<file path="src/rtl/dport_pkg.sv">
// Shared types and constants for the DisplayPort pixel converter slice.
package dport_pkg;

  localparam int PAL_DEPTH = 16;

  typedef logic [23:0] color_t;

  localparam color_t DARK   = 24'h002100;
  localparam color_t BRIGHT = 24'h00F000;

  typedef enum logic [1:0] {
    BPP1 = 2'd0,
    BPP2 = 2'd1,
    BPP4 = 2'd2
  } bpp_e;

  typedef enum logic [1:0] {
    S_IDLE,
    S_LPAD,
    S_ACT,
    S_RPAD
  } state_e;

  // Code 3 is unused and falls back to 1bpp.
  function automatic bpp_e decode_bpp(input logic [1:0] m);
    case (m)
      2'd1:    decode_bpp = BPP2;
      2'd2:    decode_bpp = BPP4;
      default: decode_bpp = BPP1;
    endcase
  endfunction

endpackage

</file>
<file path="src/rtl/dport_pxconv_pal_if.sv">
// Raw framebuffer stream in, pixel beat stream out.
interface dport_pxconv_pal_if #(
  parameter int IN_W = 16,
  parameter int PPC  = 2
);
  logic              raw_pixel_valid;
  logic [IN_W-1:0]   raw_pixel_data;
  logic              raw_pixel_ready;
  logic              dp_pixel_valid;
  logic [PPC*24-1:0] dp_pixel_data;
  logic              dp_pixel_ready;

  // Environment side: DMA source and transmitter sink.
  modport master (
    output raw_pixel_valid, raw_pixel_data, dp_pixel_ready,
    input  raw_pixel_ready, dp_pixel_valid, dp_pixel_data
  );

  // Converter side.
  modport slave (
    input  raw_pixel_valid, raw_pixel_data, dp_pixel_ready,
    output raw_pixel_ready, dp_pixel_valid, dp_pixel_data
  );
endinterface

</file>
<file path="src/rtl/dport_palette.sv">
// 16-entry colour palette: one write port, PPC combinational read ports.
module dport_palette
  import dport_pkg::*;
#(
  parameter int PPC = 2
) (
  input  logic                 dpclk,
  input  logic                 reset,
  input  logic                 we,
  input  logic [3:0]           waddr,
  input  color_t               wdata,
  input  logic [PPC-1:0][3:0]  raddr,
  output color_t [PPC-1:0]     rdata
);

  color_t mem [PAL_DEPTH];

  // Write port; reset restores the two-colour default map.
  always_ff @(posedge dpclk) begin
    if (reset) begin
      for (int i = 0; i < PAL_DEPTH; i++)
        mem[i] <= (i == 0) ? DARK : (i == 1) ? BRIGHT : '0;
    end else if (we) begin
      mem[waddr] <= wdata;
    end
  end

  for (genvar k = 0; k < PPC; k++) begin : g_rd
    assign rdata[k] = mem[raddr[k]];
  end

endmodule

</file>
<file path="src/rtl/dport_pxconv_pal.sv">
// Palette pixel converter: packed 1/2/4 bpp words -> PPC RGB pixels per beat,
// framed as left pad / active / right pad per line.
module dport_pxconv_pal
  import dport_pkg::*;
#(
  parameter int IN_W = 16,
  parameter int PPC  = 2,
  parameter int XW   = 16
) (
  input  logic           dpclk,
  input  logic           reset,
  dport_pxconv_pal_if.slave px,
  input  logic           dpdmahstart,
  input  logic [1:0]     cfg_bpp,
  input  logic [XW-1:0]  cfg_pad,
  input  logic [XW-1:0]  cfg_width,
  input  color_t         cfg_padcol,
  input  logic           pal_we,
  input  logic [3:0]     pal_addr,
  input  color_t         pal_data,
  output logic           underflow,
  input  logic           underflow_clr
);

  localparam int CW = $clog2(IN_W + 1);

  state_e            state;
  logic [XW-1:0]     x, pad_q, width_q;
  bpp_e              bpp_q;
  color_t            padcol_q;
  logic [IN_W-1:0]   sr;
  logic [CW-1:0]     cnt, need;
  logic              out_valid;
  logic [PPC*24-1:0] out_data, beat_data;
  logic              slot, have, beat, consume, accept, uf_set;
  logic [XW+1:0]     x_nx, pad_end, act_end, line_end;
  logic [PPC-1:0][3:0] idx;
  color_t [PPC-1:0]  pal_rd;

  // Bits consumed per active beat.
  always_comb begin
    need = CW'(PPC);
    case (bpp_q)
      BPP2:    need = CW'(PPC * 2);
      BPP4:    need = CW'(PPC * 4);
      default: need = CW'(PPC);
    endcase
  end

  assign slot = !out_valid || px.dp_pixel_ready;
  assign have = cnt >= need;

  // Beat generation; a line start preempts whatever the old line would emit.
  always_comb begin
    beat = 1'b0;
    case (state)
      S_LPAD, S_RPAD: beat = slot;
      S_ACT:          beat = slot && have;
      default:        beat = 1'b0;
    endcase
    if (dpdmahstart) beat = 1'b0;
  end

  assign consume = beat && (state == S_ACT);
  assign px.raw_pixel_ready = reset || (cnt == '0) || (cnt == need && consume);
  assign accept  = px.raw_pixel_valid && px.raw_pixel_ready;
  assign uf_set  = (dpdmahstart && state != S_IDLE) ||
                   (!dpdmahstart && state == S_ACT && slot && !have);

  assign x_nx     = {2'b00, x} + (XW+2)'(PPC);
  assign pad_end  = {2'b00, pad_q};
  assign act_end  = pad_end + {2'b00, width_q};
  assign line_end = act_end + {2'b00, pad_q};

  // Per-pixel palette index: bpp-bit field from the top of the word, zero-extended.
  always_comb begin
    idx = '0;
    for (int k = 0; k < PPC; k++) begin
      case (bpp_q)
        BPP2:    idx[k] = {2'b00, sr[IN_W-1-2*k -: 2]};
        BPP4:    idx[k] = sr[IN_W-1-4*k -: 4];
        default: idx[k] = {3'b000, sr[IN_W-1-k]};
      endcase
    end
  end

  dport_palette #(.PPC(PPC)) u_pal (
    .dpclk (dpclk),
    .reset (reset),
    .we    (pal_we),
    .waddr (pal_addr),
    .wdata (pal_data),
    .raddr (idx),
    .rdata (pal_rd)
  );

  // Beat payload: palette colours in ACT, pad colour otherwise; pixel 0 lowest.
  always_comb begin
    beat_data = '0;
    for (int k = 0; k < PPC; k++)
      beat_data[24*k +: 24] = (state == S_ACT) ? pal_rd[k] : padcol_q;
  end

  // Shift register: a new word wins over flush and consume (it replaces the
  // last fragment or belongs to the line being started).
  always_ff @(posedge dpclk) begin
    if (reset) begin
      sr  <= '0;
      cnt <= '0;
    end else if (accept) begin
      sr  <= px.raw_pixel_data;
      cnt <= CW'(IN_W);
    end else if (dpdmahstart) begin
      cnt <= '0;
    end else if (consume) begin
      sr  <= sr << need;
      cnt <= cnt - need;
    end
  end

  // Line FSM with the output beat register and sticky underflow.
  always_ff @(posedge dpclk) begin
    if (reset) begin
      state     <= S_IDLE;
      x         <= '0;
      pad_q     <= '0;
      width_q   <= '0;
      bpp_q     <= BPP1;
      padcol_q  <= '0;
      out_valid <= 1'b0;
      out_data  <= '0;
      underflow <= 1'b0;
    end else begin
      if (beat) begin
        out_valid <= 1'b1;
        out_data  <= beat_data;
      end else if (px.dp_pixel_ready) begin
        out_valid <= 1'b0;
      end

      if (uf_set)             underflow <= 1'b1;
      else if (underflow_clr) underflow <= 1'b0;

      if (dpdmahstart) begin
        bpp_q    <= decode_bpp(cfg_bpp);
        pad_q    <= cfg_pad;
        width_q  <= cfg_width;
        padcol_q <= cfg_padcol;
        x        <= '0;
        // An all-empty line has nothing to emit.
        if (cfg_pad != '0)        state <= S_LPAD;
        else if (cfg_width != '0) state <= S_ACT;
        else                      state <= S_IDLE;
      end else if (beat) begin
        x <= x + XW'(PPC);
        case (state)
          S_LPAD: if (x_nx == pad_end)  state <= (width_q != '0) ? S_ACT : S_RPAD;
          S_ACT:  if (x_nx == act_end)  state <= (pad_q != '0) ? S_RPAD : S_IDLE;
          S_RPAD: if (x_nx == line_end) state <= S_IDLE;
          default: ;
        endcase
      end
    end
  end

  assign px.dp_pixel_valid = out_valid;
  assign px.dp_pixel_data  = out_data;

endmodule

</file>
<file path="src/flat_wrapper.sv">
// flat-port wrapper written by rule: the top's interface ports become plain ports
module dport_pxconv_pal_flat import dport_pkg::*;
#(
  parameter int IN_W = 16,
  parameter int PPC  = 2,
  parameter int XW   = 16
)
  (dpclk, reset, dpdmahstart, cfg_bpp, cfg_pad, cfg_width, cfg_padcol, pal_we, pal_addr, pal_data, underflow, underflow_clr, px_raw_pixel_valid, px_raw_pixel_data, px_dp_pixel_ready, px_raw_pixel_ready, px_dp_pixel_valid, px_dp_pixel_data);
  dport_pxconv_pal_if #(.IN_W(IN_W), .PPC(PPC)) px_i ();
  input  logic dpclk;
  input  logic reset;
  input  logic dpdmahstart;
  input  logic [1:0] cfg_bpp;
  input  logic [XW-1:0] cfg_pad;
  input  logic [XW-1:0] cfg_width;
  input  color_t cfg_padcol;
  input  logic pal_we;
  input  logic [3:0] pal_addr;
  input  color_t pal_data;
  output logic underflow;
  input  logic underflow_clr;
  input wire logic [$bits(px_i.raw_pixel_valid)-1:0] px_raw_pixel_valid;
  input wire logic [$bits(px_i.raw_pixel_data)-1:0] px_raw_pixel_data;
  input wire logic [$bits(px_i.dp_pixel_ready)-1:0] px_dp_pixel_ready;
  output wire logic [$bits(px_i.raw_pixel_ready)-1:0] px_raw_pixel_ready;
  output wire logic [$bits(px_i.dp_pixel_valid)-1:0] px_dp_pixel_valid;
  output wire logic [$bits(px_i.dp_pixel_data)-1:0] px_dp_pixel_data;
  assign px_i.raw_pixel_valid = px_raw_pixel_valid;
  assign px_i.raw_pixel_data = px_raw_pixel_data;
  assign px_i.dp_pixel_ready = px_dp_pixel_ready;
  assign px_raw_pixel_ready = px_i.raw_pixel_ready;
  assign px_dp_pixel_valid = px_i.dp_pixel_valid;
  assign px_dp_pixel_data = px_i.dp_pixel_data;
  dport_pxconv_pal #(.IN_W(IN_W), .PPC(PPC), .XW(XW)) u_core (.dpclk(dpclk), .reset(reset), .px(px_i), .dpdmahstart(dpdmahstart), .cfg_bpp(cfg_bpp), .cfg_pad(cfg_pad), .cfg_width(cfg_width), .cfg_padcol(cfg_padcol), .pal_we(pal_we), .pal_addr(pal_addr), .pal_data(pal_data), .underflow(underflow), .underflow_clr(underflow_clr));
endmodule
</file>
<file path="config.mk">
export PLATFORM = sky130hd
export DESIGN_NAME = dport_pxconv_pal_flat
export DESIGN_NICKNAME = d
export VERILOG_FILES = /design/src/rtl/dport_pkg.sv /design/src/rtl/dport_pxconv_pal_if.sv /design/src/rtl/dport_palette.sv /design/src/rtl/dport_pxconv_pal.sv /design/src/flat_wrapper.sv
export SDC_FILE = /design/constraint.sdc
export NUM_CORES = 1
export LEC_CHECK = 0
export ABC_AREA = 1
export ABC_CLOCK_PERIOD_IN_PS = 4400
export BUFFER_PORTS_ARGS = -buffer_cell sky130_fd_sc_hd__clkbuf_2
export CAP_MARGIN = 20
export CORE_ASPECT_RATIO = 1.25
export CORE_MARGIN = 4
export CORE_UTILIZATION = 45
export DETAILED_ROUTE_END_ITERATION = 8
export SETUP_SLACK_MARGIN = 0.2
export SLEW_MARGIN = 40
export SYNTH_ARGS = -nofsm -noshare
export SYNTH_HDL_FRONTEND = slang
export SYNTH_SLANG_ARGS = --single-unit
</file>
<file path="constraint.sdc">
create_clock -name dpclk -period 4.4 [get_ports dpclk]
set_input_delay 0.88 -clock dpclk [delete_from_list [all_inputs] [get_ports dpclk]]
set_output_delay 0.88 -clock dpclk [all_outputs]
set_load 0.1 [all_outputs]
</file>
# After elaboration in Yosys (flattened, before gate mapping)
# Memory sizes are Yosys's and may differ from the RTL's.
# Cells that the tools add are included.
# totals
register_bits,147
ramBits,384
input_bits,109
output_inout_bits,51
word_cells,104
mem_count,1
# classes
add_sub_neg,5
n_lt_le_gt_ge,1
n_eq_ne,15
shifts,1
mux,36
n_reduce_logical,33
# memory_table
memory,words,width,read_ports,rd_ports_with_merged_regs,wr,line,text
u_core.u_pal.mem,16,24,2,0,16,dport_palette.sv:16,color_t mem [PAL_DEPTH];
# ops
op,count
24-bit 2-to-1 mux,3
16-bit nonzero test,4
16-bit 2-to-1 mux,3
18-bit equality test,2
4-bit one-hot mux with 2 select lines,3
24-bit OR reduction,1
18-bit by 16-bit adder with 18-bit output,1
18-bit by 16-bit equality test with 1-bit output,1
16-bit by 16-bit adder with 17-bit output,1
"16-bit by 2-bit adder with 17-bit output, second input constant",1
"16-bit by 2-bit adder with 16-bit output, second input constant",1
2-bit 2-to-1 mux,8
16-bit by 4-bit left shift with 16-bit output,1
5-bit 2-to-1 mux,3
1-bit 2-to-1 mux,12
2-bit nonzero test,5
"2-bit equality test, second input constant",4
1-bit logical AND,8
"2-bit by 1-bit equality test with 1-bit output, second input constant",3
"3-bit by 2-bit inequality test with 1-bit output, second input constant",2
2-bit one-hot mux with 3 select lines,1
5-bit by 4-bit equality test with 1-bit output,1
5-bit by 4-bit greater-or-equal comparator with 1-bit output,1
5-bit zero test,1
other kinds (14),20

# Logic depth before layout (Yosys ltp)
# Gate-level depths: netlist of run 1.
# depth
word_depth,12
depth_mapped,29
mapped_depth_nobuf,29

# Modules after synthesis
# A second synthesis of run 1 with hierarchy kept.
# unflattened
cells_unflattened,4530
hier_area_um2,32125.8
# by_module_without_submodules
module,instances,cells_each,area_per_inst_um2,seq_area_each_um2
dport_palette,1,2935,22371.5,11531.1
dport_pxconv_pal,1,1595,9754.4,2902.8

# Worst setup path after synthesis of run 1
# Ideal clock, no wire load.
# synth_path
path_kind,reg2out
startpoint,register u_core.bpp_q[1]
endpoint,output port px_raw_pixel_ready
arrival_ns,2.785
required_time_ns,3.520
path_slack_ns,0.735
path_stages_with_launch,15
path_buffers,2
path_cell_list,dfxtp_1 inv_1 ha_1 inv_1 clkbuf_1 clkbuf_1 ha_1 nand2_1 nor3_1 nor4_1 o21ai_1 nand2_1 nor2_2 nand2_1 nand2_1
# synth_via
elab_chain_len,9
word_cells_on_any_way,11
cone_classes,order compare: 1; eq/ne: 3; mux: 3; reduce/logical: 4
# synth_rtl
item,line,text
start: declaration,dport_pxconv_pal.sv:29,bpp_e bpp_q;
start signal: assignment,dport_pxconv_pal.sv:145,bpp_q <= decode_bpp(cfg_bpp);
2-bit equality test or 2-bit by 1-bit equality test with 1-bit output (tied branches),dport_pxconv_pal.sv:43,case (bpp_q)
4-bit one-hot mux with 2 select lines *,dport_pxconv_pal.sv:43,
5-bit by 4-bit greater-or-equal comparator with 1-bit output,dport_pxconv_pal.sv:51,assign have = cnt >= need;
1-bit logical AND,dport_pxconv_pal.sv:58,S_ACT: beat = slot && have;
1-bit one-hot mux with 2 select lines,dport_pxconv_pal.sv:56,case (state)
1-bit 2-to-1 mux,dport_pxconv_pal.sv:61,if (dpdmahstart) beat = 1'b0;
1-bit logical AND,dport_pxconv_pal.sv:64,assign consume = beat && (state == S_ACT);
1-bit logical AND *,dport_pxconv_pal.sv:65,assign px.raw_pixel_ready = reset || (cnt == '0) || (cnt == need && consume);
1-bit logical OR *,dport_pxconv_pal.sv:65,
end: declaration,flat_wrapper.sv:25,output wire logic [$bits(px_i.raw_pixel_ready)-1:0] px_raw_pixel_ready;
# Mark *: on every way between the ends. The rest lies on a longest branch, timed or not.

# Worst setup path in the final report of run 1
# layout_path
startpoint,register u_core.bpp_q[0]
endpoint,output port px_raw_pixel_ready
# The elaborated chain is that of the path after synthesis.

==> out/qor.csv, run 1 <==
stage;metric;value;unit
clock_tree;cts_buffers;57;
finish;final_cells;4826;
critical_path;reg2reg_to;u_core.state[0];
clock_tree;clock_sinks;529;
critical_path;r2r_cells;28;
critical_path;cp-end-kind;output pin;
critical_path;reg2reg_slack;0.58;ns
critical_path;worst_setup_path_start_kind;flop;
clock_tree;cts_hold_buf;0;
drt;wl_per_cell;23.0;µm
global_routing;grt_antenna_before_repair;3;
synthesis;yosys.area_share.simple;24.6;%
timing;slew_violations;0;
synthesis;yosys.area_share.xor_xnor;0.320;%
clock_tree;htree_levels;2;
critical_path;critPathMostFrequentCell;nand2_1;
synthesis;ys_seq_area_share;48.0;%
clock_tree;cts_tree;yes;
flow_run;cap_violations;0;
synthesis;avgSynthCellArea;7.75;µm²
outcome;status;complete, no violations;
placement;gp_congestion;0.905;
timing;fmax;255;MHz
critical_path;slowest_stage;fa_1;
power;irDropWorstVdd;287;µV
placement;dp.cells;4715;
floorplanning;core_area;66000;µm²
critical_path;cp.depth;12;
global_routing;grt_overflow_total;0;
drt;route.detailed.drc;0;
critical_path;crit_chain;inv_1 -> ha_1 -> ha_1 -> fa_1 -> nor2_1 -> nor4_1 -> o21ai_1 -> nand2_1 -> nor2_2 -> nand2_1 -> nand2_1 -> buf_12;
clock_tree;cts_max_path_buffers;3;
power;p_leak;14.4;nW
timing;rsz0062_at_grt;yes;
critical_path;startpoint;u_core.bpp_q[0];
finish;drive_gt1_share;9.45;%
floorplanning;pin_count;160;
synthesis;ys_warn_count;0;
critical_path;path_buf_inv;2;
timing;slew_headroom;39.6;%
timing;fin_crit;3.92;ns
synthesis;ys_ff_latch;529;
timing;tightestPinTransition;0.907;ns
timing;setup_viol_count_final;0;
synthesis;synthAdderAreaFrac;2.24;%
timing;setup_tns;0;ns
drt;vias;28000;
finish;postLayoutCellArea;33700;µm²
synthesis;synth_compound_area_share;16.3;%
synthesis;synthTopCellsByArea;edfxtp_1 38%, nand2_1 9.8%, dfxtp_1 9.7%, nand3_1 7.3%, nor2_1 5.7%;
critical_path;crit_family;adder cells;
global_routing;grt_pass1_wl;165;mm
placement;portBuffers;159;
timing;finClkSkew;0.0149;ns
synthesis;synthMuxAreaShare;0.0333;%
drt;ant_nets;0;
placement;placed_area;31800;µm²
synthesis;synth_cell_types;45;
clock_tree;clk_pin_slew;0.06;ns
synthesis;syn_nets;4043;
finish;nets;4080;
critical_path;timing.rr.start;u_core.pad_q[0];
global_routing;grt.busiest_layer;met2;
synthesis;synth_top_area_cell;edfxtp_1;
min_path;hp-start;u_core.padcol_q[11];
global_routing;track_usage;30.4;%
drt;first_iter_violations;2782;
floorplanning;die_w;239;µm
floorplanning;rows;105;
global_routing;first_global_vias;26100;
clock_tree;postCtsSetupRepairBufs;0;
critical_path;worstSetupPathType;reg -> out;
power;powerDensity;401;nW/µm²
global_routing;grt_max_degree;151;
floorplanning;die-height;297;µm
timing;finalCritPeriodShare;89.1;%
finish;area_growth;12.0;%
min_path;hp-class;reg -> reg;
critical_path;cpPeakStageDelay;0.44;ns
critical_path;cp_max_fo;3;
floorplanning;die-area;71100;µm²
clock_tree;clockRootBuffer;clkbuf_16;
global_routing;grtUsageMet3;4.65;%
drt;drt-pass1-iter-count;6;
critical_path;cp_data_required_time;3.52;ns
global_routing;gr-usage-met2;50.1;%
critical_path;endpoint;px_raw_pixel_ready;
synthesis;yosysTopAreaCellShare;38.3;%
synthesis;synth_top_family_by_area;simple AND/OR/NAND/NOR gates;
clock_tree;clkLatencyLatePin;0.64;ns
synthesis;synth_cells;3882;
placement;dpl.hpwl;71.4;mm
clock_tree;cts_resized;0;
drt;via_per_inst;5.81;
global_routing;grt_util_met1;38.8;%
drt;totalWireLength;111;mm
synthesis;synth_area;30100;µm²
critical_path;critPathArrivalTime;3.04;ns
floorplanning;initial_core_util;45.6;%
timing;hold_viol;0;
## layer usage
metal / vias to the layer above / part of all wire [%] / wire (µm)
met5: - / 0 / 0
met4: 0 / 5.9 / 6580
met3: 296 / 8.1 / 9000
met2: 1202 / 47 / 51900
met1: 13300 / 39 / 43500
li1: 13300 / - / -
## power by group
part	leakage, nW	internal [mW]	switching, mW	total, mW
registers	4.85	5.66	0.183	5.84
clock network	0.931	2.84	2.10	4.94
logic	8.59	0.670	2.04	2.71
## worst min-delay path by stage
stage,to,depth (start not counted),slack [ns]
2_1_floorplan,u_core.padcol_q[0],2,0.42
3_3_place_gp,u_core.padcol_q[12],2,0.43
3_5_place_dp,u_core.padcol_q[12],2,0.44
4_1_cts,u_core.bpp_q[0],2,0.44
5_1_grt,u_core.padcol_q[2],2,0.47
6_report,u_core.padcol_q[11],2,0.45
## tightest hold or removal path: cells and delay by family (launching register included)
family | cells | cell delay (ns)
AND/OR/NAND/NOR | 2 | 0.10
flip-flops | 1 | 0.31
## cell usage after synthesis (all sizes together)
cell    count
a21boi      2
a21o        1
a21oi     324
a311oi      3
a31oi      12
a41oi       1
and2        1
buf        83
clkbuf    184
clkinv      2
dfxtp     145
edfxtp    384
fa          3
ha         49
inv       391
mux2i       1
nand2     793
nand3     437
nand3b      9
nand4      22
nor2      463
nor3       22
nor4       11
o211ai    196
o21a        2
o21ai     308
o21bai      5
o221ai      1
o22ai       7
o311ai      2
o32ai       1
o41ai       1
or2         5
xnor2       4
xor2        7
## sequential cells by signal, indices dropped and copies added, names as in the netlist
| name | flops |
|---|---|
| u_core.u_pal.mem | 384 |
| u_core.px.dp_pixel_data | 48 |
| u_core.padcol_q | 24 |
| u_core.pad_q | 16 |
| u_core.sr | 16 |
| u_core.width_q | 16 |
| u_core.x | 15 |
| u_core.cnt | 4 |
| u_core.bpp_q | 2 |
| u_core.state | 2 |
| u_core.px.dp_pixel_valid | 1 |
| u_core.underflow | 1 |
## cell usage in the layout (no fill, tap or decap), types with 3 or more instances in the layout
cell type,netlist,routed
nor2_1,455,454
clkbuf_2,0,158
diode_2,0,3
nand4_1,22,22
nor2_4,4,5
xor2_1,7,7
xnor2_1,4,4
o21bai_1,4,4
nand3_1,437,436
nor3_1,22,22
o21ai_0,302,299
nand2_2,8,10
ha_1,49,47
fa_1,3,3
clkbuf_1,184,11
clkbuf_16,0,58
buf_4,3,71
edfxtp_1,384,384
a21oi_1,324,323
or2_2,5,5
a311oi_1,3,3
bufinv_16,0,7
nand2_1,785,781
dfxtp_1,145,144
nand3b_1,8,8
inv_1,386,381
buf_12,0,16
o211ai_1,196,196
o21ai_1,5,7
nor4_1,11,11
nor2_2,4,4
clkinv_1,2,13
inv_4,0,3
o22ai_1,7,7
a31oi_1,12,12
clkinv_2,0,15
inv_2,5,6
## cell families (layout without fill, tap and decap cells)
group           Yosys count  count (layout)
mux                       1               1
compound gates          866             866
xor+xnor                 11              11
fa+ha+maj                52              52
simple gates           1763            1763
other cells               0               3
buf+inv                 660             745
flops                   529             529
## through the flow
stage          utilization, %  hold WS, ns  total power, mW  setup WS, ns
3_5_place_dp             48.1        0.437             8.62         0.337
5_1_grt                  51.1        0.473             14.0         0.173
3_3_place_gp             48.1        0.434             8.62         0.422
4_1_cts                  51.0        0.444             13.5         0.336
2_1_floorplan               -        0.419             7.79         0.735
6_report                 51.1        0.452             13.5         0.478
## area by class of cell
class | instances | area, µm²
inverters | 393 | 1480
clock buffers | 70 | 1510
well taps | 856 | 1070
flip-flops and latches | 529 | 14400
diodes | 3 | 7.51
fillers | 6410 | 32300
repair buffers | 245 | 1640
multi-input cells | 2693 | 13200
clock inverters | 37 | 385
Note: power is estimated with default switching activity, not from simulation.
==> run 2: changes to the inputs <==
Settings changed: ABC_CLOCK_PERIOD_IN_PS 4400 to 4500, PLACE_DENSITY from default to 0.67.
Clock period 4.4 ns to 4.5 ns, I/O delays scaled along.
==> out/qor.csv, run 2 (synthesis results as in run 1) <==
stage;metric;value;unit;change
global_routing;track_usage;28.8;%;-1.6 points
global_routing;grt_overflow_total;0;;unchanged
drt;wl_met3;8.67;mm;-3.7%
timing;fin_crit;4.05;ns;
drt;vias;28100;;+0.17%
timing;rsz0062_at_grt;yes;;
finish;area_growth;11.8;%;
clock_tree;cts_tree;yes;;
global_routing;grt_antenna_before_repair;1;;-2
timing;setup_tns;0;ns;unchanged
finish;fin_util;51.0;%;-0.085 points
finish;postLayoutCellArea;33600;µm²;-0.17%
timing;tightestPinTransition;0.903;ns;-0.00373 ns
clock_tree;cts_hold_buf;0;;unchanged
drt;wl_met1;39.4;mm;-9.6%
drt;topRoutingLayerUsed;met4;;
floorplanning;core_area;66000;µm²;unchanged
drt;via_per_inst;5.82;;+0.32%
global_routing;first_global_vias;26300;;+0.69%
floorplanning;pin_count;160;;unchanged
timing;hold_viol;0;;unchanged
clock_tree;clock_sinks;529;;unchanged
critical_path;cp_data_required_time;3.60;ns;+0.08 ns
critical_path;cp_max_fo;13;;+10
timing;setup_viol_count_final;0;;unchanged
drt;wl_met2;50.9;mm;-1.9%
clock_tree;clk_pin_slew;0.06;ns;about the same
finish;nets;4076;;-0.098%
finish;n_fill_cell;6325;;-1.3%
clock_tree;clockRootBuffer;clkbuf_16;;
clock_tree;clkLatencyLatePin;0.64;ns;about the same
drt;wl_per_cell;21.9;µm;-4.7%
finish;multi_input_area;13200;µm²;about the same
finish;largest_reg_flops;384;;unchanged
timing;finalCritPeriodShare;90.1;%;
timing;slew_headroom;39.8;%;+0.25 points
critical_path;worst_setup_path_start_kind;flop;;
critical_path;cp-end-kind;output pin;;
clock_tree;cts_buffers;55;;-3.5%
finish;layout_commonest_cell;nand2_1;;
floorplanning;initial_core_util;45.6;%;unchanged
clock_tree;htree_levels;2;;unchanged
global_routing;grt_pass1_wl;158;mm;-4.1%
placement;dp.cells;4713;;-0.042%
power;p_leak;14.3;nW;-0.28%
floorplanning;rows;105;;unchanged
timing;slew_violations;0;;unchanged
floorplanning;die_w;239;µm;unchanged
power;irDropWorstVdd;272;µV;-5.1%
placement;placed_area;31800;µm²;about the same
flow_run;cap_violations;0;;unchanged
timing;holdWs;0.449;ns;-0.00243 ns
finish;final_cells;4819;;-0.15%
drt;route.detailed.drc;0;;unchanged
global_routing;grt_max_degree;160;;+6.0%
timing;fin_ws;0.445;ns;-0.0330 ns
drt;totalWireLength;106;mm;-4.8%
timing;fmax;247;MHz;
placement;place_ws;0.511;ns;+0.174 ns
floorplanning;die-height;297;µm;unchanged
timing;finClkSkew;0.0289;ns;+0.0140 ns
critical_path;worstSetupPathType;reg -> out;;
clock_tree;cts_max_path_buffers;3;;unchanged
drt;first_iter_violations;3144;;+13%
placement;dpl.hpwl;69.1;mm;-3.3%
critical_path;critPathArrivalTime;3.15;ns;+0.11 ns
min_path;hp-class;reg -> reg;;
finish;regMostFlops;u_core.u_pal.mem;;
placement;portBuffers;159;;unchanged
placement;gp_congestion;0.942;;+4.1%
power;powerDensity;388;nW/µm²;-3.1%
finish;mostFrequentLayoutCells;781 x nand2_1, 454 x nor2_1, 437 x nand3_1;;
floorplanning;die-area;71100;µm²;unchanged
drt;ant_nets;0;;unchanged
drt;drt-pass1-iter-count;6;;unchanged
power;totalPowerFinal;13.1;mW;-3.2%
finish;ff_latch_area;14400;µm²;unchanged
finish;drive_gt1_share;9.47;%;+0.014 points
outcome;status;complete, no violations;;
[run 2: cell types whose count changed in the layout (fill, tap and decap cells not counted), sizes merged]
cell    previous run  this run
bufinv             7         5
clkbuf           228       236
inv              392       394
diode              3         2
buf               87        85
clkinv            30        18
[run 2: where the power goes]
group          switching [mW]  leakage, nW  internal [mW]
clock                    1.99        0.904           2.71
sequential              0.179         4.85           5.53
combinational            1.99         8.58          0.656
[run 2: final cells by class]
type,count,area share [%]
antenna,2,0.0149
timing repair buffer,243,4.86
inverter,393,4.42
clock inverter,25,0.796
clock buffer,78,4.66
tap,856,3.19
sequential,529,42.9
multi-input combinational,2693,39.1
[run 2: routing by layer]
metal  GRT usage, %  vias up
li1               -    13300
met1           34.7    13100
met2           48.9     1341
met3           4.74      349
met4           15.8        0
met5              0        -
[run 2: what timing repair did]
action,in CTS,in global routing
gates resized for setup,1,4
setup buffers,0,1
setup endpoints to repair,1,3
[run 2: path summary, 6_finish.rpt]
kind,from,endpoint,slack (ns),cells past startpoint
max,u_core.bpp_q[0],px_raw_pixel_ready,0.45,13
max reg2reg,u_core.pad_q[0],u_core.state[0],0.64,26
min reg2reg,u_core.padcol_q[17],u_core.padcol_q[17],0.45,2
min,u_core.padcol_q[17],u_core.padcol_q[17],0.45,2
[run 2: worst max-delay path: stages, from the launching register on]
cell	delay [ns]
dfxtp_1	0.33
inv_1	0.10
ha_1	0.33
ha_1	0.22
fa_1	0.42
nor2_1	0.14
nor4_1	0.08
o21ai_1	0.12
nand2_1	0.10
nor2_2	0.08
buf_4	0.19
nand2_1	0.07
nand2_1	0.14
buf_12	0.19
